[src/rtl/post_st_drain_pkg.sv]
// post_st_drain_pkg
//   Types shared by the post-store drain stage and its alignment helper.
//   mem_pkt_t         : resolved store packet as presented at the FIFO head
//   st_funct3_e       : store widths encoded in funct3 (SB/SH/SW)
//   st_drain_state_t  : drain FSM states
package post_st_drain_pkg;

  typedef struct packed {
    logic [31:0] addr;
    logic [31:0] wdata;
    logic [2:0]  funct3;
    logic [3:0]  bmask;
  } mem_pkt_t;

  typedef enum logic [2:0] {
    F3_SB = 3'b000,
    F3_SH = 3'b001,
    F3_SW = 3'b010
  } st_funct3_e;

  typedef enum logic {
    ST_IDLE  = 1'b0,
    ST_WRITE = 1'b1
  } st_drain_state_t;

  localparam int STARVE_LIMIT_DEFAULT = 8;

endpackage

[src/rtl/post_st_drain_st_align.sv]
// st_align
//   Purely combinational store alignment. Turns a store width plus the low
//   address bits into a byte write mask and lane-replicated write data.
//   Ports:
//     funct3_i    store width (SB/SH/SW); anything else is undefined
//     byte_off_i  addr[1:0] of the store
//     wdata_i     unaligned store data (value in the low lanes)
//     wmask_o     byte write enables
//     wdata_o     write data replicated into every lane of its width
//     valid_o     funct3 is a defined store width
module st_align
  import post_st_drain_pkg::*;
(
  input  logic [2:0]  funct3_i,
  input  logic [1:0]  byte_off_i,
  input  logic [31:0] wdata_i,
  output logic [3:0]  wmask_o,
  output logic [31:0] wdata_o,
  output logic        valid_o
);

  // Replicating data across lanes lets the memory take whichever lane the
  // mask enables; for halfwords addr[0] is ignored on purpose.
  always_comb begin
    wmask_o = 4'b0000;
    wdata_o = 32'h0;
    valid_o = 1'b0;
    case (funct3_i)
      F3_SB: begin
        wmask_o = 4'b0001 << byte_off_i;
        wdata_o = {4{wdata_i[7:0]}};
        valid_o = 1'b1;
      end
      F3_SH: begin
        wmask_o = byte_off_i[1] ? 4'b1100 : 4'b0011;
        wdata_o = {2{wdata_i[15:0]}};
        valid_o = 1'b1;
      end
      F3_SW: begin
        wmask_o = 4'b1111;
        wdata_o = wdata_i;
        valid_o = 1'b1;
      end
      default: begin
        wmask_o = 4'b0000;
        wdata_o = 32'h0;
        valid_o = 1'b0;
      end
    endcase
  end

endmodule

[src/rtl/post_st_drain.sv]
// post_st_drain
//   Drains resolved stores from the post-store FIFO head onto the shared
//   data-memory port, one word-aligned write outstanding at a time, sharing
//   the port with the load unit. A starvation counter gives a waiting store
//   priority after STARVE_LIMIT consecutive losses to ld_req.
//   Ports:
//     clk, rst        clock; synchronous active-high reset
//     fifo_out        FIFO head packet
//     fifo_empty      FIFO has no valid head
//     fifo_ren        pop FIFO head this cycle (combinational)
//     ld_req/ld_busy  load unit request / load outstanding
//     ld_gnt          load may issue this cycle (combinational)
//     dmem_st_sel     this block owns the dmem port
//     dmem_addr/wmask/wdata  registered write request
//     dmem_resp       one-cycle write-complete pulse
//     st_busy         write in flight
//   Optional: define POST_ST_DRAIN_PERF_EN to add perf_st_cnt and
//   perf_stall_cnt performance counters.
module post_st_drain
  import post_st_drain_pkg::*;
#(
  parameter int STARVE_LIMIT = STARVE_LIMIT_DEFAULT
) (
  input  logic        clk,
  input  logic        rst,
  input  mem_pkt_t    fifo_out,
  input  logic        fifo_empty,
  output logic        fifo_ren,
  input  logic        ld_req,
  input  logic        ld_busy,
  output logic        ld_gnt,
  output logic        dmem_st_sel,
  output logic [31:0] dmem_addr,
  output logic [3:0]  dmem_wmask,
  output logic [31:0] dmem_wdata,
  input  logic        dmem_resp,
  output logic        st_busy
`ifdef POST_ST_DRAIN_PERF_EN
  ,
  output logic [31:0] perf_st_cnt,
  output logic [31:0] perf_stall_cnt
`endif
);

  localparam int CW = $clog2(STARVE_LIMIT + 1);
  localparam logic [CW-1:0] LIMIT = CW'(STARVE_LIMIT);

  st_drain_state_t state_q;
  logic [CW-1:0]   starve_cnt_q, starve_cnt_d;
  logic [31:0]     addr_q, wdata_q;
  logic [3:0]      wmask_q;

  logic        in_idle, drainable, store_win;
  logic [3:0]  align_wmask;
  logic [31:0] align_wdata;
  logic        align_valid;

  st_align u_align (
    .funct3_i   (fifo_out.funct3),
    .byte_off_i (fifo_out.addr[1:0]),
    .wdata_i    (fifo_out.wdata),
    .wmask_o    (align_wmask),
    .wdata_o    (align_wdata),
    .valid_o    (align_valid)
  );

  // A head with any bmask bit set is still speculative and must wait.
  // ld_busy always blocks a store start; ld_req only until the guard trips.
  assign in_idle   = (state_q == ST_IDLE);
  assign drainable = !fifo_empty && (fifo_out.bmask == '0);
  assign store_win = drainable && !ld_busy && (!ld_req || starve_cnt_q == LIMIT);
  assign fifo_ren  = !rst && in_idle && store_win;
  assign ld_gnt    = !rst && in_idle && ld_req && !store_win;

  assign dmem_st_sel = (state_q == ST_WRITE);
  assign st_busy     = (state_q == ST_WRITE);
  assign dmem_addr   = addr_q;
  assign dmem_wmask  = wmask_q;
  assign dmem_wdata  = wdata_q;

  // Starvation counter: counts consecutive losses of a drainable head to a
  // load, saturating at the limit; any pop or non-drainable head clears it.
  always_comb begin
    starve_cnt_d = starve_cnt_q;
    if (!drainable) begin
      starve_cnt_d = '0;
    end else if (in_idle) begin
      if (store_win) begin
        starve_cnt_d = '0;
      end else if (ld_req && starve_cnt_q != LIMIT) begin
        starve_cnt_d = starve_cnt_q + CW'(1);
      end
    end
  end

  // Drain FSM. The aligned request is latched on the pop so the dmem port
  // sees it the following cycle and holds it until the write completes.
  // An undefined funct3 is still popped but never turns into a write.
  always_ff @(posedge clk) begin
    if (rst) begin
      state_q      <= ST_IDLE;
      starve_cnt_q <= '0;
      addr_q       <= '0;
      wmask_q      <= '0;
      wdata_q      <= '0;
    end else begin
      starve_cnt_q <= starve_cnt_d;
      case (state_q)
        ST_IDLE: begin
          if (fifo_ren && align_valid) begin
            addr_q  <= {fifo_out.addr[31:2], 2'b00};
            wmask_q <= align_wmask;
            wdata_q <= align_wdata;
            state_q <= ST_WRITE;
          end
        end
        ST_WRITE: begin
          if (dmem_resp) begin
            addr_q  <= '0;
            wmask_q <= '0;
            wdata_q <= '0;
            state_q <= ST_IDLE;
          end
        end
        default: state_q <= ST_IDLE;
      endcase
    end
  end

`ifdef POST_ST_DRAIN_PERF_EN
  // Completed writes and idle cycles where a ready store was held back.
  always_ff @(posedge clk) begin
    if (rst) begin
      perf_st_cnt    <= '0;
      perf_stall_cnt <= '0;
    end else begin
      if (!in_idle && dmem_resp) begin
        perf_st_cnt <= perf_st_cnt + 32'd1;
      end
      if (in_idle && drainable && !store_win) begin
        perf_stall_cnt <= perf_stall_cnt + 32'd1;
      end
    end
  end
`endif

endmodule

[config.mk]
export PLATFORM = sky130hd
export DESIGN_NAME = post_st_drain
export DESIGN_NICKNAME = d
export VERILOG_FILES = /design/src/rtl/post_st_drain_pkg.sv /design/src/rtl/post_st_drain_st_align.sv /design/src/rtl/post_st_drain.sv
export SDC_FILE = /design/constraint.sdc
export NUM_CORES = 1
export LEC_CHECK = 0
export ABC_AREA = 1
export BUFFER_PORTS_ARGS = -buffer_cell sky130_fd_sc_hd__buf_2
export CAP_MARGIN = 20
export CORE_AREA = 5 5 90 92
export DETAILED_ROUTE_END_ITERATION = 12
export DIE_AREA = 0 0 95 97
export HOLD_SLACK_MARGIN = 0.15
export PLACE_DENSITY = 0.9
export SLEW_MARGIN = 20
export SYNTH_ARGS = -nofsm -noshare
export SYNTH_HDL_FRONTEND = slang
export SYNTH_SLANG_ARGS = --single-unit
export TNS_END_PERCENT = 30
[constraint.sdc]
create_clock -name clk -period 2.6 [get_ports clk]
set_clock_uncertainty 0.15 [all_clocks]
set_input_delay 0.26 -clock clk [delete_from_list [all_inputs] [get_ports clk]]
set_output_delay 0.26 -clock clk [all_outputs]
set_load 0.005 [all_outputs]
Yosys cells after proc, flatten, opt, wreduce, memory -nomap -nowiden
Index checks and enable logic that the tools add are counted.
{ "op_classes": {"addsub": 1, "eq_ne": 6, "n_shift": 1, "muxes": 17, "bitwise_logic": 2, "reduce_logical": 22} }
{ "ops": {"columns": ["cell", "count"], "rows": [
  ["$pmux 32 s2", 2],
  ["$mux 32", 3],
  ["$pmux 32 s3", 1],
  ["$mux 4", 5],
  ["$pmux 4 s3", 1],
  ["$logic_and 1x1->1", 9],
  ["$pmux 4 s2", 1],
  ["$logic_not 1->1", 5],
  ["$add 4x1->4 const B", 1],
  ["$eq 4x4->1 const B", 1],
  ["$logic_not 4->1", 1],
  ["$ne 4x4->1 const B", 1],
  ["$reduce_and 2->1", 2],
  ["$shl 1x2->4 const A", 1],
  ["$eq 3x1->1 const B", 1],
  ["$eq 3x2->1 const B", 1],
  ["$logic_not 3->1", 1],
  ["$mux 1", 3],
  ["$reduce_or 3->1", 1],
  ["$ne 2x1->1 const B", 1],
  ["$ne 2x2->1 const B", 1],
  ["$not 1->1", 2],
  ["$pmux 1 s2", 1],
  ["$reduce_bool 2->1", 1],
  ["2 further kinds", 2]
]} }
{ "word_totals": {"regBits": 73, "input_bits": 77, "output_inout_bits": 72, "wordCells": 54} }

Depth between registers and ports, before layout
Gate-level depths: netlist of run 1.
{ "depth": {"ltp_word": 8, "depth_mapped": 11, "depth_no_buf": 11} }

Hierarchy
From an unflattened synthesis of run 1, not the netlist that was laid out.
{ "hier_totals": {"cells_unflattened": 622, "hier_area_um2": 4021.4} }
{ "by_module_without_submodules": {"columns": ["module", "n_inst", "cells_per_inst", "area_each_um2"], "rows": [
  ["post_st_drain", 1, 501, 3419.5],
  ["st_align", 1, 121, 601.8]
]} }

Least setup slack after synthesis of run 1
Ideal clock, no wire load.
{ "synth_timing": {"kind": "reg2out", "startpoint": "reg starve_cnt_q[0]", "endpoint": "out fifo_ren", "arrival_ps": 1181, "required_ps": 2190, "setup_slack_ps": 1009, "path_stages_with_launch": 8, "path_buffers": 1, "path_cell_list": "dfxtp_1 -> inv_1 -> ha_1 -> nand3_1 -> nand2_1 -> nand2_1 -> nor3_2 -> buf_2"} }
{ "synth_between": {"elab_chain_len": 4} }
{ "synth_lines": {"columns": ["element", "line_no", "text"], "rows": [
  ["from (decl)", "post_st_drain.sv:49", "logic [CW-1:0] starve_cnt_q, starve_cnt_d;"],
  ["from (signal assigned)", "post_st_drain.sv:107", "starve_cnt_q <= starve_cnt_d;"],
  ["$eq 4x4->1", "post_st_drain.sv:71", "assign store_win = drainable && !ld_busy && (!ld_req || starve_cnt_q == LIMIT);"],
  ["$logic_or 1x1->1", "post_st_drain.sv:71", null],
  ["$logic_and 1x1->1", "post_st_drain.sv:71", null],
  ["$logic_and 1x1->1", "post_st_drain.sv:72", "assign fifo_ren = !rst && in_idle && store_win;"],
  ["to (decl)", "post_st_drain.sv:28", "output logic fifo_ren,"]
]} }
No other way between the ends.

Worst setup path in the final report of run 1
Ends and elaborated chain as after synthesis.

==> summary.txt, run 1 <==
Floorplan
  – Number of core rows: 31
  – Chip height: 97 um
  – Top Ports: 149
  – Die Width: 95 um
  – Core area: 7137 um2
  – Starting density of the core: 48.95%
  – Die ar.: 9215 um2

Critical path
  – WS Path Type: reg2out
  – CP peak stage delay: 0.47 ns
  – Startpoint Class: flop
  – Crit end category: primary output
  – Worst r2r path cells: 8
  – CP max FO: 10
  – CP dominant cell by count: nand2_1
  – Worst r2r src: starve_cnt_q[0]
  – Critical path, cell by cell: inv_1, ha_1, nand3_1, nand2_1, nand2_1, nor3_4, buf_2
  – Arrival time worst endpoint: 2.01 ns
  – R2R Path End: dmem_st_sel
  – Crit-path slowest cell: nor3_4
  – WP data required: 2.19 ns
  – Bufs and invs on worst path: 2
  – R2r setup slk: 0.27 ns
  – Crit path max-delay family: simple AND/OR/NAND/NOR gates

Global routing
  – Met3 GRT Util: 6.439%
  – Met1 Usage GRT: 28.03%
  – Overall routing resource usage: 23.91%
  – Gr busiest metal: met2
  – Vias in the first global route: 3,884
  – Met2 usage: 40.13%
  – Largest net degree at the start of global routing: 50
  – First-pass GRT wire length: 17.88 mm
  – Congestion Overflow GR: 0
  – Initial antenna violation count: 0

Timing
  – Slew HR: 52.82%
  – Period minus WS final: 2.419 ns
  – Slew of the pin with the lowest slew margin: 0.7039 ns
  – Fin. max-slew vios: 0
  – RSZ-0062 raised after global routing: no
  – Period utilization: 93.05%
  – Post-Route Setup TNS: 0 ns
  – Final setup violation count: 0
  – Final hold viol count: 0
  – Fmax: 413.4 MHz

Synth
  – Synth cell types: 29
  – Seq/Total Area, Yosys: 40.69%
  – Gate Count Post-Synth: 518
  – Flops & latches, synth: 71
  – Synth warnings: 0
  – Mapped Avg Cell Area: 6.744 um2
  – Synth Cell Area: 3493 um2

Route
  – Final WL: 11.07 mm
  – Vias per inst: 5.083
  – # DRC: 0
  – 1st-iter DRT viols: 166
  – Vias post-DR: 3,995
  – Final ANT Viol Nets: 0
  – DRT Pass-1 Iters: 5
  – Wire length per cell: 14.08 um

Cells and area
  – Final nets: 761
  – Post-Route Utilization: 67.01%
  – FF/Latch Area: 1423 um2
  – Fillers: 629
  – Multi-input gate area: 1822 um2
  – Ratio of cells with drive above 1 in the final layout: 26.64%
  – Syn-to-layout area delta: 36.89%
  – Ant diodes: 0

Placement
  – Final HPWL from detailed placement: 7.518 mm
  – Final Wtd Congestion: 0.8779
  – Port bufs: 146

Min path
  – Hold Crit Start: fifo_out[30]
  – Number of cells on the worst hold path: 5
  – Min-Delay Endpoint: dmem_wdata[23]
  – Class of the worst hold path: in2reg

Power and ir drop
  – P per Cell Area: 450.5 nW/um2
  – Static leakage: 2.457 nW
  – Worst VDD drop: 0.2784 mV
  – Final Power: 2.154 mW

Status
  – Status: complete, no violations

Clock tree
  – Clock Latency Late Sink: 0.33 ns
  – Clock sinks: 71
  – Clk buf depth: 2
  – CTS H-tree lvls: 3
  – CTS buffer count: 9
  – CTS tree: built
  – Clk slew on worst S/H paths: 0.08 ns
  – Root buffer cell: clkbuf_8

Run
  – Max Cap Viol: 0
[synthesized netlist by cell type, drive strengths merged]
cell type	number	area share, %
or2	1	0.18
clkbuf	10	1.1
o21ai	39	5.6
o211ai	2	0.43
dfxtp	71	41
nand3	48	6.9
nand4	2	0.79
nor3	2	0.57
inv	25	2.7
a21boi	11	2.4
buf	26	4.0
nand2	165	18
nor2	66	7.4
ha	2	0.72
o31ai	1	0.21
a21oi	17	2.4
and2	4	0.72
nand3b	24	5.2
and3	1	0.18
conb	1	0.11
[worst reg2reg max path, delay by kind of cell (launching register included)]
family | cells | cell delay (ns)
and+or+nand+nor | 3 | 0.33
adders and majority gates | 1 | 0.19
AOI/OAI and AO/OA | 1 | 0.11
DFF | 1 | 0.40
buffers and inverters | 3 | 1.03
[where the power goes]
| part | switching (mW) | total (mW) | leakage, nW | internal, mW |
|---|---|---|---|---|
| logic | 0.124 | 0.231 | 1.79 | 0.107 |
| clock network | 0.393 | 0.833 | 0.0960 | 0.440 |
| registers | 0.00127 | 1.09 | 0.572 | 1.09 |
[layout by cell type, fill, tap and decap left out]
cell           instances
nand3b_1              24
nor2_2                 1
buf_2                146
a21oi_1               17
clkbuf_8               9
o31ai_1                1
dlygate4sd3_1         32
buf_12                 1
o21ai_1               13
dfxtp_2                1
bufinv_16              1
inv_1                 22
dfxtp_1               70
clkbuf_1               1
ha_1                   2
clkinvlp_4             1
nand3_1               48
clkinv_4               1
nor3_4                 1
buf_4                  8
o21ai_0               26
inv_2                  3
conb_1                 2
nor2_1                64
o211ai_1               2
and3_1                 1
nor3_2                 2
nand2_1              163
nand2_2                2
a21boi_0              11
clkinv_2               3
nand4_4                1
or2_2                  1
and2_1                 4
nor2_4                 1
nand4_1                1
[cell families (layout without fill, tap and decap cells)]
kind of cell / Yosys count / after routing / share of synthesized area [%]
adder cells (fa/ha/maj): 2 / 2 / 0.7162
buffers and inverters: 61 / 228 / 7.736
AND/OR/NAND/NOR: 313 / 314 / 39.72
flip-flops: 71 / 71 / 40.69
AO/OA/AOI/OAI: 70 / 70 / 11.03
other: 1 / 2 / 0.1073
[state kept, by name (all words and copies together) (netlist names)]
signal,count
dmem_addr,30
dmem_st_sel,1
dmem_wdata,32
dmem_wmask,4
starve_cnt_q,4
[routing by layer]
layer  part of all wire, %  up-vias
met2                    49      204
met3                   9.3       33
met1                    39     1769
li1                      -     1989
met5                     0        -
met4                   2.7        0
[layout make-up]
| type | instances | area share, % |
|---|---|---|
| multi-input combinational | 388 | 38.10 |
| sequential | 71 | 29.75 |
| timing repair buffer | 187 | 23.65 |
| clock buffer | 10 | 2.669 |
| tap | 99 | 2.590 |
| inverter | 25 | 1.962 |
| clock inverter | 6 | 1.282 |
[metrics by stage]
step / setup slack (ns) / area, um2 / hold slack, ns / std cells
3_3_place_gp: 0.5423 / 4262 / 0.2943 / 737
3_5_place_dp: 0.4594 / 4262 / 0.3030 / 737
2_1_floorplan: 1.009 / 3497 / 0.1791 / 519
5_1_grt: 0.0002787 / 4782 / 0.1950 / 786
4_1_cts: 0.1048 / 4771 / 0.1644 / 785
6_report: 0.1808 / 4782 / 0.1879 / 786
[how the worst max path moves through the flow]
stage | slack [ns] | endpoint | start | depth (start not counted)
finish | 0.18 | fifo_ren | starve_cnt_q[0] | 7
global route | 0.0003 | fifo_ren | starve_cnt_q[0] | 7
CTS | 0.10 | fifo_ren | starve_cnt_q[0] | 7
detailed placement | 0.46 | dmem_addr[25] | fifo_out[3] | 9
global placement | 0.54 | fifo_ren | fifo_out[3] | 7
floorplan | 1.01 | fifo_ren | starve_cnt_q[0] | 7
[repair_timing]
item / CTS / global route
setup endpoints to repair: 0 / 1
hold buffers: 32 / 0
endpoints found under the hold margin: 31 / 0
buffers inserted: 0 / 0
gates resized for setup: 0 / 1
(Power assumes the default switching activity.)
==> run 2: changes to the inputs <==
--- a/config.mk
+++ b/config.mk
@@ -8,11 +8,11 @@
 export ABC_AREA = 1
 export BUFFER_PORTS_ARGS = -buffer_cell sky130_fd_sc_hd__buf_2
 export CAP_MARGIN = 20
-export CORE_AREA = 5 5 90 92
+export CORE_AREA = 5 5 92 94
 export DETAILED_ROUTE_END_ITERATION = 12
-export DIE_AREA = 0 0 95 97
+export DIE_AREA = 0 0 97 99
 export HOLD_SLACK_MARGIN = 0.15
-export PLACE_DENSITY = 0.9
+export PLACE_DENSITY = 0.87
 export SLEW_MARGIN = 20
 export SYNTH_ARGS = -nofsm -noshare
 export SYNTH_HDL_FRONTEND = slang
==> constraint.sdc (replaced) <==
create_clock -name clk -period 2.4 [get_ports clk]
set_clock_uncertainty 0.15 [all_clocks]
set_input_delay 0.24 -clock clk [delete_from_list [all_inputs] [get_ports clk]]
set_output_delay 0.24 -clock clk [all_outputs]
set_load 0.005 [all_outputs]
==> run 2 against run 1 <==
  * Core utilization is 3.1 points lower
  * Highest routed layer unchanged
  * Largest power group unchanged
  * Non-clock buffer count rose by 3
  * Sequential cell count is the same
  * Cell area rose by 1.2%
  * Wire length up 2.9%
==> summary.txt, run 2 (synthesis gave the netlist of run 1 again) <==
Timing
  – Period minus WS final: 2.290 ns
  – Final hold viol count: 0
  – Post-Route Setup TNS: 0 ns
  – Slew HR: 65.32%
  – Final setup violation count: 0
  – Slew of the pin with the lowest slew margin: 0.5174 ns
  – Fmax: 436.8 MHz
  – Period utilization: 95.40%
  – Fin. max-slew vios: 0
  – RSZ-0062 raised after global routing: no

Critical path
  – WP data required: 2.01 ns
  – CP dominant cell by count: nand2_1
  – Arrival time worst endpoint: 1.90 ns
  – CP max FO: 31
  – R2r setup slk: 0.39 ns
  – Startpoint Class: flop
  – Crit end category: primary output
  – Crit-path slowest cell: dfxtp_1
  – Crit path max-delay family: simple AND/OR/NAND/NOR gates
  – WS Path Type: reg2out
  – CP peak stage delay: 0.35 ns
  – Critical path, cell by cell: inv_1, ha_1, nand3_1, nand2_1, nand2_1, nor3_4, buf_8, buf_2
  – Bufs and invs on worst path: 3

Placement
  – Final Wtd Congestion: 0.8488
  – Final HPWL from detailed placement: 7.977 mm
  – Port bufs: 146
  – Dpl cell area: 4278 um2
  – DP Cell Count: 740

Cells and area
  – Multi-input gate area: 1812 um2
  – Syn-to-layout area delta: 38.50%
  – Fillers: 650
  – Ant diodes: 0
  – Ratio of cells with drive above 1 in the final layout: 26.42%
  – Layout Cells excl Fill: 791
  – FF/Latch Area: 1421 um2
  – Cell area after layout: 4838 um2
  – Commonest non-fill, non-tap cell in the layout: nand2_1
  – Commonest non-fill, non-tap cells in the layout: nand2_1, buf_2, dfxtp_1
  – Final nets: 763
  – Max reg flops: 32

Power and ir drop
  – Static leakage: 2.478 nW
  – P per Cell Area: 502.0 nW/um2
  – Worst VDD drop: 0.3095 mV

Floorplan
  – Core area: 7567 um2
  – Die Width: 97 um
  – Die ar.: 9603 um2
  – Top Ports: 149
  – Chip height: 99 um
  – Starting density of the core: 46.16%
  – Number of core rows: 32

Clock tree
  – CTS tree: built
  – CTS H-tree lvls: 3
  – Root buffer cell: clkbuf_8
  – Post-CTS Setup Inserts: 0
  – Clock sinks: 71
  – Clk buf depth: 2
  – Clock Latency Late Sink: 0.34 ns
  – Clk slew on worst S/H paths: 0.08 ns
  – CTS buffer count: 9

Min path
  – Class of the worst hold path: in2reg

Route
  – Vias per inst: 5.154
  – 1st-iter DRT viols: 178
  – Final ANT Viol Nets: 0
  – DRT Pass-1 Iters: 5
  – # DRC: 0
  – Vias post-DR: 4,077
  – Final WL: 11.39 mm
  – Wire length per cell: 14.40 um

Run
  – Max Cap Viol: 0

Global routing
  – Vias in the first global route: 3,942
  – Congestion Overflow GR: 0
  – Initial antenna violation count: 0
  – Largest net degree at the start of global routing: 50
  – First-pass GRT wire length: 18.40 mm
  – Overall routing resource usage: 23.14%

Status
  – Status: complete, no violations
[run 2: path summary, 6_finish.rpt]
path	cells past startpoint	start	to
hold reg to reg	2	dmem_addr[28]	dmem_addr[28]
setup / recovery	8	starve_cnt_q[0]	fifo_ren
setup reg to reg	8	starve_cnt_q[0]	dmem_wdata[2]
hold / removal	5	fifo_out[23]	dmem_wdata[16]
[run 2: final cells by class]
cell class / instances / share of cell area (%)
clock inverters: 7 / 1.629
inverters: 25 / 1.939
multi-input cells: 387 / 37.45
flip-flops and latches: 71 / 29.38
repair buffers: 190 / 24.41
clock buffers: 9 / 2.560
well taps: 102 / 2.638
[run 2: timing repair]
action                                 in CTS  in global routing
resized for setup                           0                  2
setup endpoints to repair                   0                  1
hold buffers                               35                  0
endpoints found under the hold margin      35                  0
[run 2: report_power, final]
group | switching, mW | internal [mW]
clock network | 0.497 | 0.493
logic | 0.139 | 0.120
registers | 0.00130 | 1.18
[run 2: tightest hold or removal path: stages]
cell	delay, ns
buf_2	0.11
nand2_1	0.06
a21oi_1	0.05
a21oi_1	0.11
nor2_1	0.05
[run 2: metrics by stage]
step / util, % / power [mW] / worst slack, ns / hold WS (ns)
floorplan: - / 1.311 / 0.8285 / 0.1591
global placement: 56.53 / 1.412 / 0.4566 / 0.2928
detailed placement: 56.53 / 1.416 / 0.4219 / 0.2987
CTS: 63.84 / 2.435 / 0.03233 / 0.1517
global route: 63.94 / 2.514 / 0.01970 / 0.1747
finish: 63.94 / 2.429 / 0.1104 / 0.1662
[run 2: routing by layer]
| metal | global-route usage, % | share of wire, % |
|---|---|---|
| met4 | 9.611 | 2.4 |
| met1 | 26.72 | 40 |
| met3 | 7.856 | 10 |
| met5 | 0 | 0 |
| met2 | 39.28 | 48 |
==> run 3: changes to the inputs <==
--- a/config.mk
+++ b/config.mk
@@ -8,11 +8,13 @@
 export ABC_AREA = 1
 export BUFFER_PORTS_ARGS = -buffer_cell sky130_fd_sc_hd__buf_2
 export CAP_MARGIN = 20
-export CORE_AREA = 5 5 92 94
+export CORE_AREA = 5 5 91 93
+export CTS_BUF_LIST = sky130_fd_sc_hd__clkbuf_2
+export CTS_CLUSTER_SIZE = 40
 export DETAILED_ROUTE_END_ITERATION = 12
-export DIE_AREA = 0 0 97 99
+export DIE_AREA = 0 0 96 98
 export HOLD_SLACK_MARGIN = 0.15
-export PLACE_DENSITY = 0.87
+export PLACE_DENSITY = 0.88
 export SLEW_MARGIN = 20
 export SYNTH_ARGS = -nofsm -noshare
 export SYNTH_HDL_FRONTEND = slang
==> run 3 against run 2 <==
  * The flow now finishes with violations (setup timing)
  * Cell count up 9.2%
  * Fmax down 6.9%
  * Die area down 2.0%
  * Combinational power up 35%
  * Sequential power about the same
  * Critical path depth unchanged
  * First-iteration DRC count rose to 2.8 times the previous value
  * Worst hold slack better by 0.0039 ns
  * Core utilization up 11 points
  * Via count up 17%
==> summary.txt, run 3 (synthesis gave the netlist of run 1 again) <==
Status
  – Status: finished with violations
  – Violated checks: setup timing

Timing
  – RSZ-0062 raised after global routing: yes
  – Final hold viol count: 0
  – Fin. max-slew vios: 0
  – Slew of the pin with the lowest slew margin: 0.6069 ns
  – Hold_ws: 0.1701 ns
  – Fmax: 406.8 MHz
  – Final setup margin: -0.05825 ns
  – Period minus WS final: 2.458 ns
  – Post-Route Setup TNS: -0.05825 ns
  – Period utilization: 102.4%
  – Slew HR: 59.32%
  – Final setup violation count: 1

Route
  – Final ANT Viol Nets: 0
  – Wire length per cell: 17.21 um
  – # DRC: 0
  – Vias per inst: 5.543
  – DRT Pass-1 Iters: 6
  – 1st-iter DRT viols: 501
  – Vias post-DR: 4,789
  – Final WL: 14.87 mm

Floorplan
  – Core area: 7447 um2
  – Top Ports: 149
  – Chip height: 98 um
  – Starting density of the core: 46.91%
  – Number of core rows: 32
  – Die ar.: 9408 um2
  – Die Width: 96 um

Placement
  – Final HPWL from detailed placement: 7.692 mm
  – Dpl cell area: 4264 um2
  – Dpl ws: 0.5166 ns
  – DP Cell Count: 739
  – Final Wtd Congestion: 0.8723
  – Port bufs: 146

Clock tree
  – CTS tree: built
  – Clock Latency Late Sink: 0.51 ns
  – Clk buf depth: 2
  – Clock sinks: 71
  – CTS H-tree lvls: 3
  – CTS buffer count: 9
  – Clk slew on worst S/H paths: 0.23 ns
  – Root buffer cell: clkbuf_2

Critical path
  – CP max FO: 3
  – Crit end category: flop
  – CP peak stage delay: 0.59 ns
  – R2R Path End: dmem_wdata[23]
  – Worst r2r path cells: 7
  – Worst setup path start: fifo_out[1]
  – Worst r2r src: dmem_st_sel
  – R2r setup slk: 0.07 ns
  – WS Path Type: in2reg
  – CP dominant cell by count: dlygate4sd3_1
  – Setup crit end: starve_cnt_q[1]
  – Crit-path slowest cell: dlygate4sd3_1
  – Arrival time worst endpoint: 2.78 ns
  – Critical path, cell by cell: dlygate4sd3_1, buf_2, nor2_1, nand3_1, dlygate4sd3_1, nor2_1, a21boi_1, dlygate4sd3_1
  – WP data required: 2.72 ns
  – Startpoint Class: primary input

Global routing
  – Largest net degree at the start of global routing: 50
  – Initial antenna violation count: 0
  – Vias in the first global route: 4,712
  – Overall routing resource usage: 31.64%
  – Congestion Overflow GR: 0
  – First-pass GRT wire length: 23.23 mm

Cells and area
  – Fillers: 538
  – Max reg flops: 32
  – Final nets: 834
  – Cell area after layout: 5562 um2
  – Post-Route Utilization: 74.68%
  – Ratio of cells with drive above 1 in the final layout: 24.74%
  – Layout Cells excl Fill: 864
  – Syn-to-layout area delta: 59.20%
  – Commonest non-fill, non-tap cell in the layout: nand2_1
  – Commonest non-fill, non-tap cells in the layout: nand2_1, buf_2, dlygate4sd3_1

Power and ir drop
  – P per Cell Area: 459.4 nW/um2
  – Sw Share: 24.83%
  – Sw Pwr: 0.6343 mW
  – Static leakage: 2.848 nW
  – Sequential power share: 46.4%
  – Final Power: 2.555 mW
  – Combinational share of power: 13.7%
  – Int Power: 1.920 mW
  – Worst VDD drop: 0.3925 mV
  – Clock power share: 39.9%

Min path
  – Class of the worst hold path: in2reg

Run
  – Max Cap Viol: 0
==> run 3: cell count changes in the layout (fill, tap and decap cells not counted), moves of 3 or more <==
cell / previous run / this run
clkbuf_8: 9 / 0
dlygate4sd3_1: 35 / 102
clkbuf_2: 0 / 9
buf_6: 0 / 3
inv_6: 3 / 0
bufinv_16: 1 / 4
==> run 3: per-layer routing <==
metal | global-route usage, % | vias to the layer above | part of all wire (%)
met1 | 35.03 | 2126 | 35
met5 | 0 | - | 0
met3 | 8.089 | 118 | 11
met2 | 53.05 | 409 | 48
li1 | - | 2136 | -
met4 | 19.47 | 0 | 6.8
==> run 3: final cells by class <==
cell class / count / area, um2 / area share, %
flip-flops and latches: 71 / 1423 / 25.58
multi-input cells: 387 / 1819 / 32.71
diodes: 2 / 5.005 / 0.08999
clock buffers: 9 / 45.04 / 0.8099
well taps: 102 / 127.6 / 2.295
clock inverters: 7 / 145.1 / 2.610
repair buffers: 261 / 1903 / 34.22
inverters: 25 / 93.84 / 1.687
==> run 3: critical path, delay by kind of cell <==
kind / cells / cell delay, ns
buf+inv: 4 / 1.85
simple gates: 3 / 0.46
compound gates: 1 / 0.24
==> run 3: repair_timing <==
action	in CTS	in global routing
resized for setup	1	16
setup endpoints to repair	1	18
setup buffers	1	0
endpoints found under the hold margin	71	0
pin swaps	0	1
hold buffers	105	0
cloned	1	1
==> run 3: power by group through the flow <==
stage / Combinational (mW) / Sequential [mW] / Clock [mW]
6_report: 0.350 / 1.19 / 1.02
5_1_grt: 0.373 / 1.19 / 1.08
4_1_cts: 0.320 / 1.19 / 1.02
3_5_place_dp: 0.205 / 1.21 / 0
3_3_place_gp: 0.201 / 1.21 / 0
2_1_floorplan: 0.102 / 1.21 / 0
==> run 3: how the worst min path moves through the flow <==
stage	start	to	slack [ns]	cells past startpoint
4_1_cts	fifo_out[4]	dmem_wdata[30]	0.17	7
3_3_place_gp	dmem_addr[2]	dmem_addr[2]	0.30	2
3_5_place_dp	dmem_addr[5]	dmem_addr[5]	0.30	2
6_report	dmem_resp	dmem_addr[3]	0.17	5
2_1_floorplan	rst	dmem_st_sel	0.16	1
5_1_grt	dmem_resp	dmem_addr[3]	0.16	5
